$ cat src/rtl/btn_event_gen.sv
// btn_event_gen: synchronizes, debounces and turns pushbuttons into
// clean levels plus one-cycle press, release and auto-repeat events.
module btn_event_gen #(
  parameter int N_BTN        = 4,
  parameter int DEBOUNCE_CYC = 1000000,
  parameter int HOLD_CYC     = 50000000,
  parameter int REPEAT_CYC   = 10000000
) (
  input  logic             clk,
  input  logic             reset_n,
  input  logic [N_BTN-1:0] btn_raw,
  output logic [N_BTN-1:0] btn_level,
  output logic [N_BTN-1:0] press_pulse,
  output logic [N_BTN-1:0] release_pulse,
  output logic [N_BTN-1:0] repeat_pulse
);

  localparam int DW = $clog2(DEBOUNCE_CYC) + 1;
  localparam int HW = $clog2(HOLD_CYC) + 1;
  localparam int RW = $clog2(REPEAT_CYC) + 1;

  localparam logic [DW-1:0] DB_LAST   = DW'(DEBOUNCE_CYC - 1);
  localparam logic [HW-1:0] HOLD_LAST = HW'(HOLD_CYC - 1);
  localparam logic [RW-1:0] REP_LAST  = RW'(REPEAT_CYC - 1);

  typedef enum logic [1:0] {
    IDLE   = 2'd0,
    HELD   = 2'd1,
    REPEAT = 2'd2
  } state_t;

  logic [N_BTN-1:0] meta;
  logic [N_BTN-1:0] sync;

  always_ff @(posedge clk or negedge reset_n) begin
    if (!reset_n) begin
      meta <= '0;
      sync <= '0;
    end else begin
      meta <= btn_raw;
      sync <= meta;
    end
  end

  for (genvar i = 0; i < N_BTN; i++) begin : g_ch
    logic [DW-1:0] db_cnt;
    logic [HW-1:0] hold_cnt;
    logic [RW-1:0] rep_cnt;
    logic          level_q;
    logic          press_q;
    logic          release_q;
    logic          repeat_q;
    state_t        state;
    state_t        state_nxt;
    logic          differ;
    logic          db_done;
    logic          rise;
    logic          fall;
    logic          hold_done;
    logic          rep_done;
    logic          fire;

    assign differ    = sync[i] ^ level_q;
    assign db_done   = differ && (db_cnt == DB_LAST);
    assign rise      = db_done && !level_q;
    assign fall      = db_done && level_q;
    assign hold_done = (state == HELD) && (hold_cnt == HOLD_LAST);
    assign rep_done  = (state == REPEAT) && (rep_cnt == REP_LAST);

    // level flips only after DEBOUNCE_CYC consecutive differing cycles
    always_ff @(posedge clk or negedge reset_n) begin
      if (!reset_n) begin
        db_cnt  <= '0;
        level_q <= 1'b0;
      end else if (!differ) begin
        db_cnt  <= '0;
      end else if (db_done) begin
        db_cnt  <= '0;
        level_q <= ~level_q;
      end else begin
        db_cnt  <= db_cnt + DW'(1);
      end
    end

    always_ff @(posedge clk or negedge reset_n) begin
      if (!reset_n) begin
        state <= IDLE;
      end else begin
        state <= state_nxt;
      end
    end

    always_comb begin
      state_nxt = state;
      unique case (state)
        IDLE: begin
          if (rise) state_nxt = HELD;
        end
        HELD: begin
          if (fall)           state_nxt = IDLE;
          else if (hold_done) state_nxt = REPEAT;
        end
        REPEAT: begin
          if (fall) state_nxt = IDLE;
        end
        default: state_nxt = IDLE;
      endcase
    end

    // a release edge always wins over a due repeat
    always_comb begin
      fire = 1'b0;
      if ((hold_done || rep_done) && !fall) fire = 1'b1;
    end

    // counters restart whenever they fire or leave their state
    always_ff @(posedge clk or negedge reset_n) begin
      if (!reset_n) begin
        hold_cnt <= '0;
        rep_cnt  <= '0;
      end else begin
        if (state == HELD && !fall && !hold_done) begin
          hold_cnt <= hold_cnt + HW'(1);
        end else begin
          hold_cnt <= '0;
        end
        if (state == REPEAT && !fall && !rep_done) begin
          rep_cnt <= rep_cnt + RW'(1);
        end else begin
          rep_cnt <= '0;
        end
      end
    end

    always_ff @(posedge clk or negedge reset_n) begin
      if (!reset_n) begin
        press_q   <= 1'b0;
        release_q <= 1'b0;
        repeat_q  <= 1'b0;
      end else begin
        press_q   <= rise;
        release_q <= fall;
        repeat_q  <= fire;
      end
    end

    assign btn_level[i]     = level_q;
    assign press_pulse[i]   = press_q;
    assign release_pulse[i] = release_q;
    assign repeat_pulse[i]  = repeat_q;
  end

endmodule

$ cat config.mk
export PLATFORM = sky130hd
export DESIGN_NAME = btn_event_gen
export DESIGN_NICKNAME = d
export VERILOG_FILES = /design/src/rtl/btn_event_gen.sv
export SDC_FILE = /design/constraint.sdc
export NUM_CORES = 1
export LEC_CHECK = 0
export CORE_MARGIN = 1.5
export CORE_UTILIZATION = 63
export CTS_BUF_LIST = sky130_fd_sc_hd__clkbuf_16
export CTS_CLUSTER_SIZE = 16
export DETAILED_ROUTE_END_ITERATION = 16
export PLACE_DENSITY = 0.79
export SLEW_MARGIN = 10
export SYNTH_ARGS = -nofsm -noshare
export SYNTH_HDL_FRONTEND = slang
export SYNTH_SLANG_ARGS = --single-unit
$ cat constraint.sdc
create_clock -name clk -period 2.55 [get_ports clk]
set_clock_uncertainty 0.15 [all_clocks]
set_input_delay 0.255 -clock clk [delete_from_list [all_inputs] [get_ports clk]]
set_output_delay 0.255 -clock clk [all_outputs]
set_load 0.02 [all_outputs]
==> out/results.txt <==
Status = finished, final reports clean
Post-synth EDFFs = 0
Initial Utilization = 64.4%
Sequential share of the synthesized area = 51.6%
CTS tree = done
CP Class = reg2reg
RSZ-0062 raised after global routing = false
Die X = 161 um
Total CTS buffers = 35
First-pass GRT wire length = 51500 um
Final wirelength = 28700 um
Routability cong. = 0.826
Max Fclk = 0.435 GHz
Drt pass-1 iters = 5
Vias after detailed routing = 11100
Number of nets with antenna violations after routing = 0
Clock transition at the registers of the reported paths = 0.06 ns
Avg Synthesized Cell Area = 9.83 sq um
Largest area contributor in the netlist = dfrtp_1
Critical Path Fanout Max = 14
Ports = 22
Final nets = 1650
Synth warnings = 0
Crit path required time = 2.79 ns
PwrDens = 580 nW/um^2
Vias in the first global route = 11300
WL per Instance = 14.5 um
Worst Path Arrival = 2.54 ns
Period Utilization, post-route = 90.2%
Pin count of the biggest net entering global routing = 69
Clk_lat worst skew = 0.51 ns
Die Ht = 161 um
DRC violations left = 0
Area Growth Syn to Fin = 10.2%
Die ar. = 25900 sq um
Syn nets = 1617
Crit end category = flop
Post-Syn Instances = 1599
Clock sinks = 324
Dominant synthesized flop cell = dfrtp_1
Clk buf depth = 3
Initial antenna violation count = 0
Finished Layout Cells = 1981
Clk root buf = clkbuf_16
# placed instances = 1918
Layout cell share with drive strength beyond 1 = 6.22%
Highest ir drop seen on vdd = 0.587 mV
Final setup viols = 0
Worst setup SP type = flop
Max cap viols = 0
Max Slew Vio Count = 0
Commonest non-fill, non-tap cell in the layout = nor2_1
Initial DRC Count = 754
Grt ovf = 0
Area contributors post-synth = dfrtp_1, xor2_1, nor2_1
Worst rel slew slack = 52.6%
Gr usage total = 23.5%
Asr flop ratio synth = 100%
Fin. Hold Viols = 0
Post-DP HPWL = 19000 um
Most frequent cells in the layout = nor2_1, dfrtp_1, xor2_1, nand3_1, xnor2_1
# rows = 57
# diodes = 0
Yosys reg bits = 324
Setup_tns = 0 ns
Hold crit path type = in2reg
Post-route minimum period = 2.30 ns
Top cell type's share of synthesized area = 51.6%
Via-per-instance ratio = 5.61
Core Box Area = 24400 sq um
IO Port Bufs = 21
Worst Max-Slew Pin Slew = 0.705 ns
Post-synthesis cell type count = 51
Syn Std Cell Area = 15700 sq um
LEAKAGE = 0.00708 uW
H-tree depth = 2
-- area by class of cell --
cell class	instances	area (sq um)
sequential	324	8110
multi-input combinational	1184	7090
fill	1856	7080
clock buffer	37	926
timing repair buffer	52	526
tap	324	405
inverter	35	131
clock inverter	25	129
-- repair_timing --
item                                    in CTS  in global routing
hold buffers                                 1                  0
buffers inserted                             0                  0
gates resized for setup                      0                  1
hold endpoints to repair                   292                  0
endpoints found under the setup margin       0                  1
-- worst paths after layout --
path	from	endpoint	slack, ns	depth (start not counted)
min in group asynchronous	reset_n	g_ch[2].db_cnt[6]	0.11	2
hold reg to reg	meta[2]	sync[2]	0.20	0
hold / removal	btn_raw[2]	meta[2]	0.03	1
max in group asynchronous	reset_n	g_ch[1].rep_cnt[18]	1.39	3
setup / recovery	g_ch[2].db_cnt[0]	g_ch[2].db_cnt[12]	0.25	7
setup reg to reg	g_ch[2].db_cnt[0]	g_ch[2].db_cnt[12]	0.25	7
-- Yosys cell counts (all sizes together) (12+ instances only) --
cell type / number
buf: 49
nand4: 83
nand2: 96
and4: 22
nor2: 356
dfrtp: 324
inv: 35
xnor2: 104
xor2: 168
nand3: 127
and3: 39
nor3: 33
ha: 12
nor4: 51
-- per-stage QoR --
stage	power, uW	hold WS (ns)	instance area [sq um]	utilization, %	worst slack (ns)
floorplan	5330	-0.191	15700	-	0.473
global placement	5460	0.0501	16200	66.6	0.364
detailed placement	5470	0.0576	16200	66.6	0.272
CTS	10100	0.0164	17300	71.0	0.264
global route	10400	0.0332	17300	71.0	0.0776
finish	10000	0.0341	17300	71.0	0.251
-- cells by family (layout without fill, tap and decap cells) --
family / count (synthesis) / count (layout) / share of synthesized area [%]
AO/OA/AOI/OAI: 15 / 15 / 0.581
flip-flops: 324 / 324 / 51.6
adder cells (fa/ha/maj): 12 / 12 / 0.955
multiplexers: 1 / 1 / 0.0637
buffers and inverters: 91 / 149 / 3.32
AND/OR/NAND/NOR: 884 / 884 / 28.3
XOR/XNOR: 272 / 272 / 15.2
-- routing by layer --
layer	share of wire, %	global-route usage [%]
met5	0	0
met4	1.7	6.94
met3	2.9	3.18
met2	49	39.5
met1	46	32.0
-- report_power, final --
part | internal (uW) | switching (uW)
Clock | 2710 | 1960
Combinational | 44.3 | 137
Sequential | 5160 | 22.1
-- registers in the layout, summed over array words and instances (netlist names) --
name,cells
g_ch.hold_cnt,108
g_ch.rep_cnt,100
g_ch.db_cnt,84
g_ch.state,8
g_ch.level_q,4
g_ch.press_q,4
g_ch.release_q,4
g_ch.repeat_q,4
meta,4
sync,4
-- critical path, stage by stage (launching register included) --
cell	delay (ns)
dfrtp_1	0.41
ha_1	0.23
nand2_1	0.13
nand4b_1	0.26
or3b_1	0.49
nand2_1	0.28
buf_12	0.18
nor2_1	0.05
Note: power is estimated with default switching activity, not from simulation.
